### src/rtl/pe_pkg.sv
// Shared types and constants for the priority-encoder code event path.
package pe_pkg;

  localparam int unsigned CODE_W = 4;

  typedef logic [CODE_W-1:0] pe_code_t;

  localparam pe_code_t CODE_NONE = 4'b0000;
  localparam pe_code_t CODE_MAX  = 4'b1000;

  // A new event is any change onto a non-zero code; releases to zero are ignored.
  function automatic logic is_new_event(input pe_code_t cur, input pe_code_t prev);
    return (cur != prev) && (cur != CODE_NONE);
  endfunction

endpackage

### src/rtl/pe_sync_fifo.sv
// Synchronous show-ahead FIFO with explicit level tracking; accepts a write
// when full only if a read happens in the same cycle.
module pe_sync_fifo
  import pe_pkg::*;
#(
  parameter int unsigned DEPTH = 4,
  parameter int unsigned WIDTH = CODE_W,
  parameter int unsigned CNT_W = 3
) (
  input  logic             clk,
  input  logic             rst_n,
  input  logic             push_i,
  input  logic [WIDTH-1:0] wdata_i,
  input  logic             pop_i,
  output logic [WIDTH-1:0] rdata_o,
  output logic [CNT_W-1:0] level_o,
  output logic             full_o,
  output logic             empty_o
);

  localparam int unsigned PTR_W = (DEPTH > 1) ? $clog2(DEPTH) : 1;

  logic [WIDTH-1:0] mem_q [DEPTH];
  logic [PTR_W-1:0] wr_ptr_q, wr_ptr_d;
  logic [PTR_W-1:0] rd_ptr_q, rd_ptr_d;
  logic [CNT_W-1:0] level_q, level_d;
  logic             wr_en;
  logic             rd_en;

  assign full_o  = (level_q == CNT_W'(DEPTH));
  assign empty_o = (level_q == '0);
  assign rd_en   = pop_i && !empty_o;
  assign wr_en   = push_i && (!full_o || rd_en);
  assign rdata_o = mem_q[rd_ptr_q];
  assign level_o = level_q;

  always_comb begin
    wr_ptr_d = wr_ptr_q;
    rd_ptr_d = rd_ptr_q;
    level_d  = level_q;
    // Power-of-two depth lets the pointers wrap naturally.
    if (wr_en) wr_ptr_d = wr_ptr_q + PTR_W'(1);
    if (rd_en) rd_ptr_d = rd_ptr_q + PTR_W'(1);
    case ({wr_en, rd_en})
      2'b10:   level_d = level_q + CNT_W'(1);
      2'b01:   level_d = level_q - CNT_W'(1);
      default: level_d = level_q;
    endcase
  end

  always_ff @(posedge clk or negedge rst_n) begin
    if (!rst_n) begin
      wr_ptr_q <= '0;
      rd_ptr_q <= '0;
      level_q  <= '0;
      for (int unsigned i = 0; i < DEPTH; i++) mem_q[i] <= '0;
    end else begin
      wr_ptr_q <= wr_ptr_d;
      rd_ptr_q <= rd_ptr_d;
      level_q  <= level_d;
      if (wr_en) mem_q[wr_ptr_q] <= wdata_i;
    end
  end

endmodule

### src/rtl/pe_code_event_fifo.sv
// Turns each change to a new non-zero priority-encoder code into one queued event.
// Optional macro PE_DROP_COUNT_EN adds the saturating drop_cnt output.
module pe_code_event_fifo
  import pe_pkg::*;
#(
  parameter int unsigned DEPTH = 4,
  parameter int unsigned CNT_W = 3
) (
  input  logic              clk,
  input  logic              rst_n,
  input  logic [CODE_W-1:0] code_in,
  output logic              evt_valid,
  output logic [CODE_W-1:0] evt_code,
  input  logic              evt_ready,
  output logic [CNT_W-1:0]  level,
  output logic              ovf,
  input  logic              ovf_clr
`ifdef PE_DROP_COUNT_EN
  ,
  output logic [7:0]        drop_cnt
`endif
);

  pe_code_t code_q, code_prev_q;
  pe_code_t head;
  logic     push, pop, drop;
  logic     fifo_full, fifo_empty;
  logic     ovf_q, ovf_d;

  assign push      = is_new_event(code_q, code_prev_q);
  assign evt_valid = !fifo_empty;
  assign pop       = evt_valid && evt_ready;
  assign drop      = push && fifo_full && !pop;
  assign evt_code  = fifo_empty ? CODE_NONE : head;
  assign ovf       = ovf_q;

  pe_sync_fifo #(
    .DEPTH (DEPTH),
    .WIDTH (CODE_W),
    .CNT_W (CNT_W)
  ) u_fifo (
    .clk     (clk),
    .rst_n   (rst_n),
    .push_i  (push),
    .wdata_i (code_q),
    .pop_i   (pop),
    .rdata_o (head),
    .level_o (level),
    .full_o  (fifo_full),
    .empty_o (fifo_empty)
  );

  always_comb begin
    ovf_d = ovf_q;
    if (ovf_clr) ovf_d = 1'b0;
    // A drop in the same cycle as a clear keeps the flag set.
    if (drop)    ovf_d = 1'b1;
  end

  always_ff @(posedge clk or negedge rst_n) begin
    if (!rst_n) begin
      code_q      <= CODE_NONE;
      code_prev_q <= CODE_NONE;
      ovf_q       <= 1'b0;
    end else begin
      code_q      <= code_in;
      code_prev_q <= code_q;
      ovf_q       <= ovf_d;
    end
  end

`ifdef PE_DROP_COUNT_EN
  logic [7:0] drop_cnt_q, drop_cnt_d;

  always_comb begin
    drop_cnt_d = drop_cnt_q;
    if (drop && (drop_cnt_q != '1)) drop_cnt_d = drop_cnt_q + 8'd1;
  end

  always_ff @(posedge clk or negedge rst_n) begin
    if (!rst_n) drop_cnt_q <= '0;
    else        drop_cnt_q <= drop_cnt_d;
  end

  assign drop_cnt = drop_cnt_q;
`endif

endmodule

### config.mk
export PLATFORM = sky130hd
export DESIGN_NAME = pe_code_event_fifo
export DESIGN_NICKNAME = d
export VERILOG_FILES = /design/src/rtl/pe_pkg.sv /design/src/rtl/pe_sync_fifo.sv /design/src/rtl/pe_code_event_fifo.sv
export SDC_FILE = /design/constraint.sdc
export NUM_CORES = 1
export LEC_CHECK = 0
export BUFFER_PORTS_ARGS = -buffer_cell sky130_fd_sc_hd__buf_2
export CAP_MARGIN = 20
export CELL_PAD_IN_SITES_DETAIL_PLACEMENT = 1
export CELL_PAD_IN_SITES_GLOBAL_PLACEMENT = 1
export CORE_ASPECT_RATIO = 1.4
export CORE_UTILIZATION = 35
export CTS_BUF_LIST = sky130_fd_sc_hd__clkbuf_4 sky130_fd_sc_hd__clkbuf_8 sky130_fd_sc_hd__clkbuf_16
export CTS_CLUSTER_DIAMETER = 100
export DETAILED_ROUTE_END_ITERATION = 8
export PLACE_DENSITY_LB_ADDON = 0.15
export SYNTH_ARGS = -nofsm -noshare
export SYNTH_HDL_FRONTEND = slang
export SYNTH_HIERARCHICAL = 1
export SYNTH_SLANG_ARGS = --single-unit
### constraint.sdc
create_clock -name clk -period 3.07 [get_ports clk]
set_input_delay 0.1535 -clock clk [delete_from_list [all_inputs] [get_ports clk]]
set_output_delay 0.1535 -clock clk [all_outputs]
set_load 0.02 [all_outputs]
==> results of run 1 <==
synth_stat cells (3+ instances only):
cell type | count | area share (%)
dfrtp_1 | 32 | 55
mux2_2 | 17 | 13
inv_1 | 7 | 1.8
xor2_1 | 7 | 4.2
nor2_1 | 6 | 1.5
ha_1 | 5 | 4.3
nand2_1 | 5 | 1.3
nor2b_1 | 5 | 2.1
mux4_2 | 4 | 6.2
xnor2_1 | 3 | 1.8
metal layers:
layer | vias up | global-route usage [%]
li1 | 405 | -
met2 | 21 | 26.1
met5 | - | 0
met4 | 0 | 7.80
met1 | 437 | 17.8
met3 | 7 | 5.27
flip-flops by register name, indices dropped and copies added (netlist names):
signal           flops
u_fifo/mem_q        16
code_prev_q          4
code_q               4
u_fifo/level_o       3
u_fifo/rd_ptr_q      2
u_fifo/wr_ptr_q      2
ovf                  1
what timing repair did:
| item | 4_1_cts | 5_1_grt |
|---|---|---|
| hold endpoints to repair | 36 | 0 |
| hold buffers | 5 | 0 |
| setup buffers | 0 | 0 |
kinds of logic after synthesis:
logic type | after synthesis
AOI/OAI and AO/OA | 2
and+or+nand+nor | 23
muxes | 22
xor gates and xnor gates | 10
adders and majority gates | 6
DFF | 32
buffers and inverters | 8
worst paths after layout:
| check | start | end | slack, ps | cells past startpoint |
|---|---|---|---|---|
| setup / recovery | u_fifo/level_o[0]$_DFFE_PN0P_ | u_fifo/level_o[2]$_DFFE_PN0P_ | 470 | 10 |
| hold reg to reg | u_fifo/mem_q[2]$_DFFE_PN0P_ | u_fifo/mem_q[2]$_DFFE_PN0P_ | 510 | 1 |
| max in group asynchronous | rst_n | u_fifo/level_o[0]$_DFFE_PN0P_ | 2150 | 2 |
| min in group asynchronous | rst_n | u_fifo/wr_ptr_q[0]$_DFFE_PN0P_ | 450 | 2 |
| hold / removal | ovf_clr | ovf$_DFFE_PN0P_ | 190 | 3 |
| setup reg to reg | u_fifo/level_o[0]$_DFFE_PN0P_ | u_fifo/level_o[2]$_DFFE_PN0P_ | 470 | 10 |
power breakdown:
part           internal [W]  switching (W)  leakage (nW)  total (W)
combinational      0.000442       0.000403         0.365   0.000844
clock              0.000181       0.000159        0.0434   0.000341
sequential         0.000595       0.000157         0.376   0.000752
critical path, delay by kind of cell (launching register included):
family / cells / cell delay, ps
and+or+nand+nor: 5 / 1100
adders and majority gates: 2 / 570
DFF: 1 / 470
xor gates and xnor gates: 2 / 330
buffers and inverters: 1 / 60
area by class of cell:
| type | instances | area (um^2) |
|---|---|---|
| sequential | 32 | 801 |
| clock inverter | 2 | 15.0 |
| inverter | 7 | 26.3 |
| fill | 414 | 2210 |
| clock buffer | 6 | 82.6 |
| multi-input combinational | 63 | 628 |
| timing repair buffer | 22 | 138 |
| tap | 43 | 53.8 |
through the flow:
stage          instances  hold WS [ps]  power (W)
2_1_floorplan        103          -142    0.00136
3_3_place_gp         162           245    0.00158
3_5_place_dp         162           251    0.00161
4_1_cts              175           173    0.00197
5_1_grt              175           173    0.00208
6_report             175           186    0.00194
==> impl_metrics.yaml, run 1 <==
run_status:
  status: "finished, final reports clean"
timing:
  post-route-min-period_ps: 2600
  worst_pin_slew_ps: 704
  finalCritPeriodShare_pct: 84.7
  tns_ps: 0
  setup_viol: 0
  slew_headroom_pct: 53.0
  finalHoldViolCount: 0
  skew_ps: 5.36
  rsz0062_at_grt: "false"
  timing.fmax_mhz: 384
  slew_violations: 0
  fin_ws_ps: 469
routing:
  drtIter0Drc: 18
  top_layer_used: "met4"
  wl_met1_um: 1150
  drtAntennaViolNets: 0
  via_per_inst: 4.97
  wl_met3_um: 123
  drtPass1Iterations: 4
  drc: 0
  num_vias: 870
  dr_wl_met2_um: 1590
  wl_per_cell_um: 16.9
  wl_um: 2960
yosys:
  syn_inst: 103
  ys.flop_type: "dfrtp_1"
  ys_async_sr_fraction_pct: 100
  synth_top_family_by_area: "multiplexers"
  synth_fp_nets: 117
  synth_xor_area_share_pct: 6.00
  synth_edf_count: 0
  seq_area_frac_synth_pct: 54.8
  synth_warnings: 6
  synthAdderAreaFrac_pct: 5.66
  syn_avg_cell_area_um2: 14.2
  syn-cell-area_mm2: 0.00146
  synthSimpleGateAreaFrac_pct: 9.68
  synthMuxAreaShare_pct: 20.0
  yosysUniqueCellTypes: 22
  synth_compound_area_share_pct: 1.71
  synth-seq-cells: 32
finish:
  nNetsFinal: 145
  final_core_util_pct: 44.1
  final_common_cell: "dfrtp_1"
  areaGrowthSynthToFinish_pct: 19.5
  stdcell_area_mm2: 0.00174
  layout-drive-gt1-share_pct: 37.9
  n_antenna_cell: 0
  final_cell_mix: "dfrtp_1, mux2_2, buf_2"
clocking:
  cts.sinks: 32
  path_clk_slew_ps: 70
  h-tree-depth: 2
  cts_buffers: 5
  cts_root_buf: "clkbuf_8"
  cts_resized: 0
  insertion_delay_ps: 280
  cts_buffer_depth: 2
  cts_tree: "built"
global_routing:
  antenna_found_initial: 0
  grt_overflow: 0
  grt_max_degree: 33
  grt_pass1_vias: 987
  grt_first_pass_wirelength_um: 5030
  grt.total_usage_pct: 15.7
power_and_ir_drop:
  p_per_area_mw_per_mm2: 1110
  leakage_nw: 0.785
  ir_drop_uv: 496
min_path:
  hold_path.class: "in2reg"
critical_path:
  arrival_ps: 2810
  cp_max_fo: 6
  critPathKind: "reg2reg"
  path_cells: "nor3_1, nor2b_1, nor4b_4, nand2b_2, ha_1, inv_1, fa_1, xor2_1, nor2_1, xor2_1"
  max_stage_delay_ps: 470
  cp_common_cell: "xor2_1"
  cp-end-kind: "register"
  slowest_stage: "dfrtp_1"
  cp_data_required_time_ps: 3280
  start_kind: "register"
floorplan:
  ios: 17
  dieArea_mm2: 0.00444
  die_w_um: 56.6
  rows: 27
  start_util_pct: 36.9
  die_height_um: 78.4
  core_region_area_mm2: 0.00395
placement:
  gp_congestion: 0.784
  hpwlAfterDp_um: 2120
  post-place-ws_ps: 431
  dpl_cell_area_mm2: 0.00160
  portBuffers: 16
flow_run:
  cap_violations: 0
No activity file was read; power rests on OpenSTA's default activity.
==> run 2: changes to the inputs <==
==> constraint.sdc (replaced) <==
create_clock -name clk -period 2.7 [get_ports clk]
set_input_delay 0.135 -clock clk [delete_from_list [all_inputs] [get_ports clk]]
set_output_delay 0.135 -clock clk [all_outputs]
set_load 0.02 [all_outputs]
==> run 2 against run 1 <==
Effect of this change: worst setup slack lost 260 ps; clock skew is 3.4 ps lower; worst hold slack lost 44 ps; fmax increased by 4.3%; critical path type unchanged.
==> impl_metrics.yaml, run 2 (same netlist as run 1, synthesis figures left out) <==
power_and_ir_drop:
  swShare_pct: 36.8
  leakage_nw: 0.803
  power_frac_clock_pct: 17.0
  p_per_area_mw_per_mm2: 1260
  total_power_w: 0.00221
  p_int_w: 0.00140
  power.net_switching_w: 0.000812
  combPwrFrac_pct: 44.8
  seq_power_share_pct: 38.2
  ir_drop_uv: 678
critical_path:
  slowest_stage: "dfrtp_1"
  timing.rr.end: "u_fifo/level_o[2]$_DFFE_PN0P_"
  cp_common_cell: "xor2_1"
  critPathBufInv: 1
  reg2regPathDepth: 10
  critPathKind: "reg2reg"
  path_cells: "nor3_2, nor2b_1, nor4b_4, nand2b_2, ha_1, inv_1, fa_1, xor2_1, nor2_1, xor2_1"
  reg2reg_from: "u_fifo/level_o[1]$_DFFE_PN0P_"
  start_kind: "register"
  cp_data_required_time_ps: 2900
  cp_max_fo: 5
  max_stage_delay_ps: 460
  arrival_ps: 2700
  setup.worst_path.start: "u_fifo/level_o[1]$_DFFE_PN0P_"
  cp_top_family: "simple AND/OR/NAND/NOR gates"
  cp-end-kind: "register"
  rrSetupSlack_ps: 210
clocking:
  post-cts-setup-buffer-count: 0
  cts.sinks: 32
  h-tree-depth: 2
  cts_tree: "built"
  path_clk_slew_ps: 60
  cts_buffers: 5
  insertion_delay_ps: 280
  cts_root_buf: "clkbuf_8"
  cts_buffer_depth: 2
routing:
  wl_um: 2990
  drtAntennaViolNets: 0
  via_per_inst: 5.03
  wl_per_cell_um: 16.9
  drc: 0
  drtIter0Drc: 29
  drtPass1Iterations: 3
  num_vias: 890
finish:
  layout-drive-gt1-share_pct: 39.6
  n_antenna_cell: 0
  areaGrowthSynthToFinish_pct: 20.5
  largest_register_ffs: 16
  nNetsFinal: 147
  top_regs: "u_fifo/mem_q: 16 flops, code_prev_q: 4 flops, code_q: 4 flops"
  regMostFlops: "u_fifo/mem_q"
  final_cell_mix: "dfrtp_1, mux2_2, buf_2"
  final_common_cell: "dfrtp_1"
timing:
  slew_violations: 0
  timing.fmax_mhz: 401
  worst_pin_slew_ps: 726
  fin_ws_ps: 207
  skew_ps: 1.97
  rsz0062_at_grt: "false"
  finalCritPeriodShare_pct: 92.3
  setup_viol: 0
  slew_headroom_pct: 51.6
  post-route-min-period_ps: 2490
  finalHoldViolCount: 0
  holdWs_ps: 142
  tns_ps: 0
global_routing:
  grt_max_degree: 33
  grt_pass1_vias: 1016
  grt_first_pass_wirelength_um: 5090
  grt.total_usage_pct: 16.2
  antenna_found_initial: 0
  grt_overflow: 0
min_path:
  hold_path.class: "in2reg"
  hold_end: "ovf$_DFFE_PN0P_"
  hold-path-cell-count: 3
  min_from: "ovf_clr"
floorplan:
  core_region_area_mm2: 0.00395
  start_util_pct: 36.9
  ios: 17
  rows: 27
  die_w_um: 56.6
  dieArea_mm2: 0.00444
  die_height_um: 78.4
placement:
  gp_congestion: 0.743
  portBuffers: 16
  hpwlAfterDp_um: 2190
  post-place-ws_ps: 110
flow_run:
  cap_violations: 0
run_status:
  status: "finished, final reports clean"
## run 2: changes by cell type in the layout (fill, tap and decap cells not counted)
| cell | before | now |
|---|---|---|
| buf_4 | 1 | 3 |
| clkinvlp_4 | 2 | 0 |
| nor3_2 | 0 | 1 |
| clkinv_2 | 0 | 2 |
| nor3_1 | 1 | 0 |
## run 2: timing repair
| item | 4_1_cts | 5_1_grt |
|---|---|---|
| hold endpoints to repair | 36 | 0 |
| hold buffers | 5 | 0 |
| gates resized for setup | 0 | 1 |
| setup endpoints to repair | 0 | 1 |
## run 2: worst reg2reg max path, cell delays in order, from the launching register on
cell,delay [ps]
dfrtp_1,460
nor3_2,250
nor2b_1,120
nor4b_4,320
nand2b_2,220
ha_1,190
inv_1,60
fa_1,370
xor2_1,150
nor2_1,110
xor2_1,170
## run 2: layer usage
| metal | vias to the layer above | GRT usage [%] | wire, um |
|---|---|---|---|
| met5 | - | 0 | 0 |
| li1 | 410 | - | - |
| met1 | 454 | 17.1 | 1190 |
| met2 | 21 | 28.4 | 1630 |
| met3 | 5 | 5.60 | 126 |
| met4 | 0 | 7.56 | 47 |
## run 2: layout make-up
type                       count  area [um^2]
fill                         427         2190
sequential                    32          801
multi-input combinational     63          633
timing repair buffer          24          153
clock buffer                   6         82.6
tap                           43         53.8
inverter                       7         26.3
clock inverter                 2         10.0
## run 2: power groups by stage
stage	Clock, W	Combinational (W)	Sequential, W
after detailed placement	0	0.000997	0.000857
after CTS	0.000391	0.00101	0.000847
after global routing	0.000414	0.00108	0.000878
final	0.000374	0.000990	0.000844
after floorplan	0	0.000713	0.000830
after global placement	0	0.000971	0.000839
## run 2: worst max path at each step
stage,end,depth (start not counted)
4_1_cts,u_fifo/level_o[2]$_DFFE_PN0P_,10
3_5_place_dp,u_fifo/level_o[2]$_DFFE_PN0P_,10
3_3_place_gp,u_fifo/level_o[2]$_DFFE_PN0P_,9
2_1_floorplan,u_fifo/level_o[2]$_DFFE_PN0P_,10
6_report,u_fifo/level_o[2]$_DFFE_PN0P_,10
5_1_grt,u_fifo/level_o[2]$_DFFE_PN0P_,9
## run 2: stage by stage
stage | instances | util (%) | instance area, um^2
final | 177 | 44.5 | 1760
after global placement | 164 | 40.8 | 1610
after detailed placement | 164 | 40.8 | 1610
after global routing | 177 | 44.5 | 1760
after floorplan | 103 | - | 1460
after CTS | 177 | 44.4 | 1750
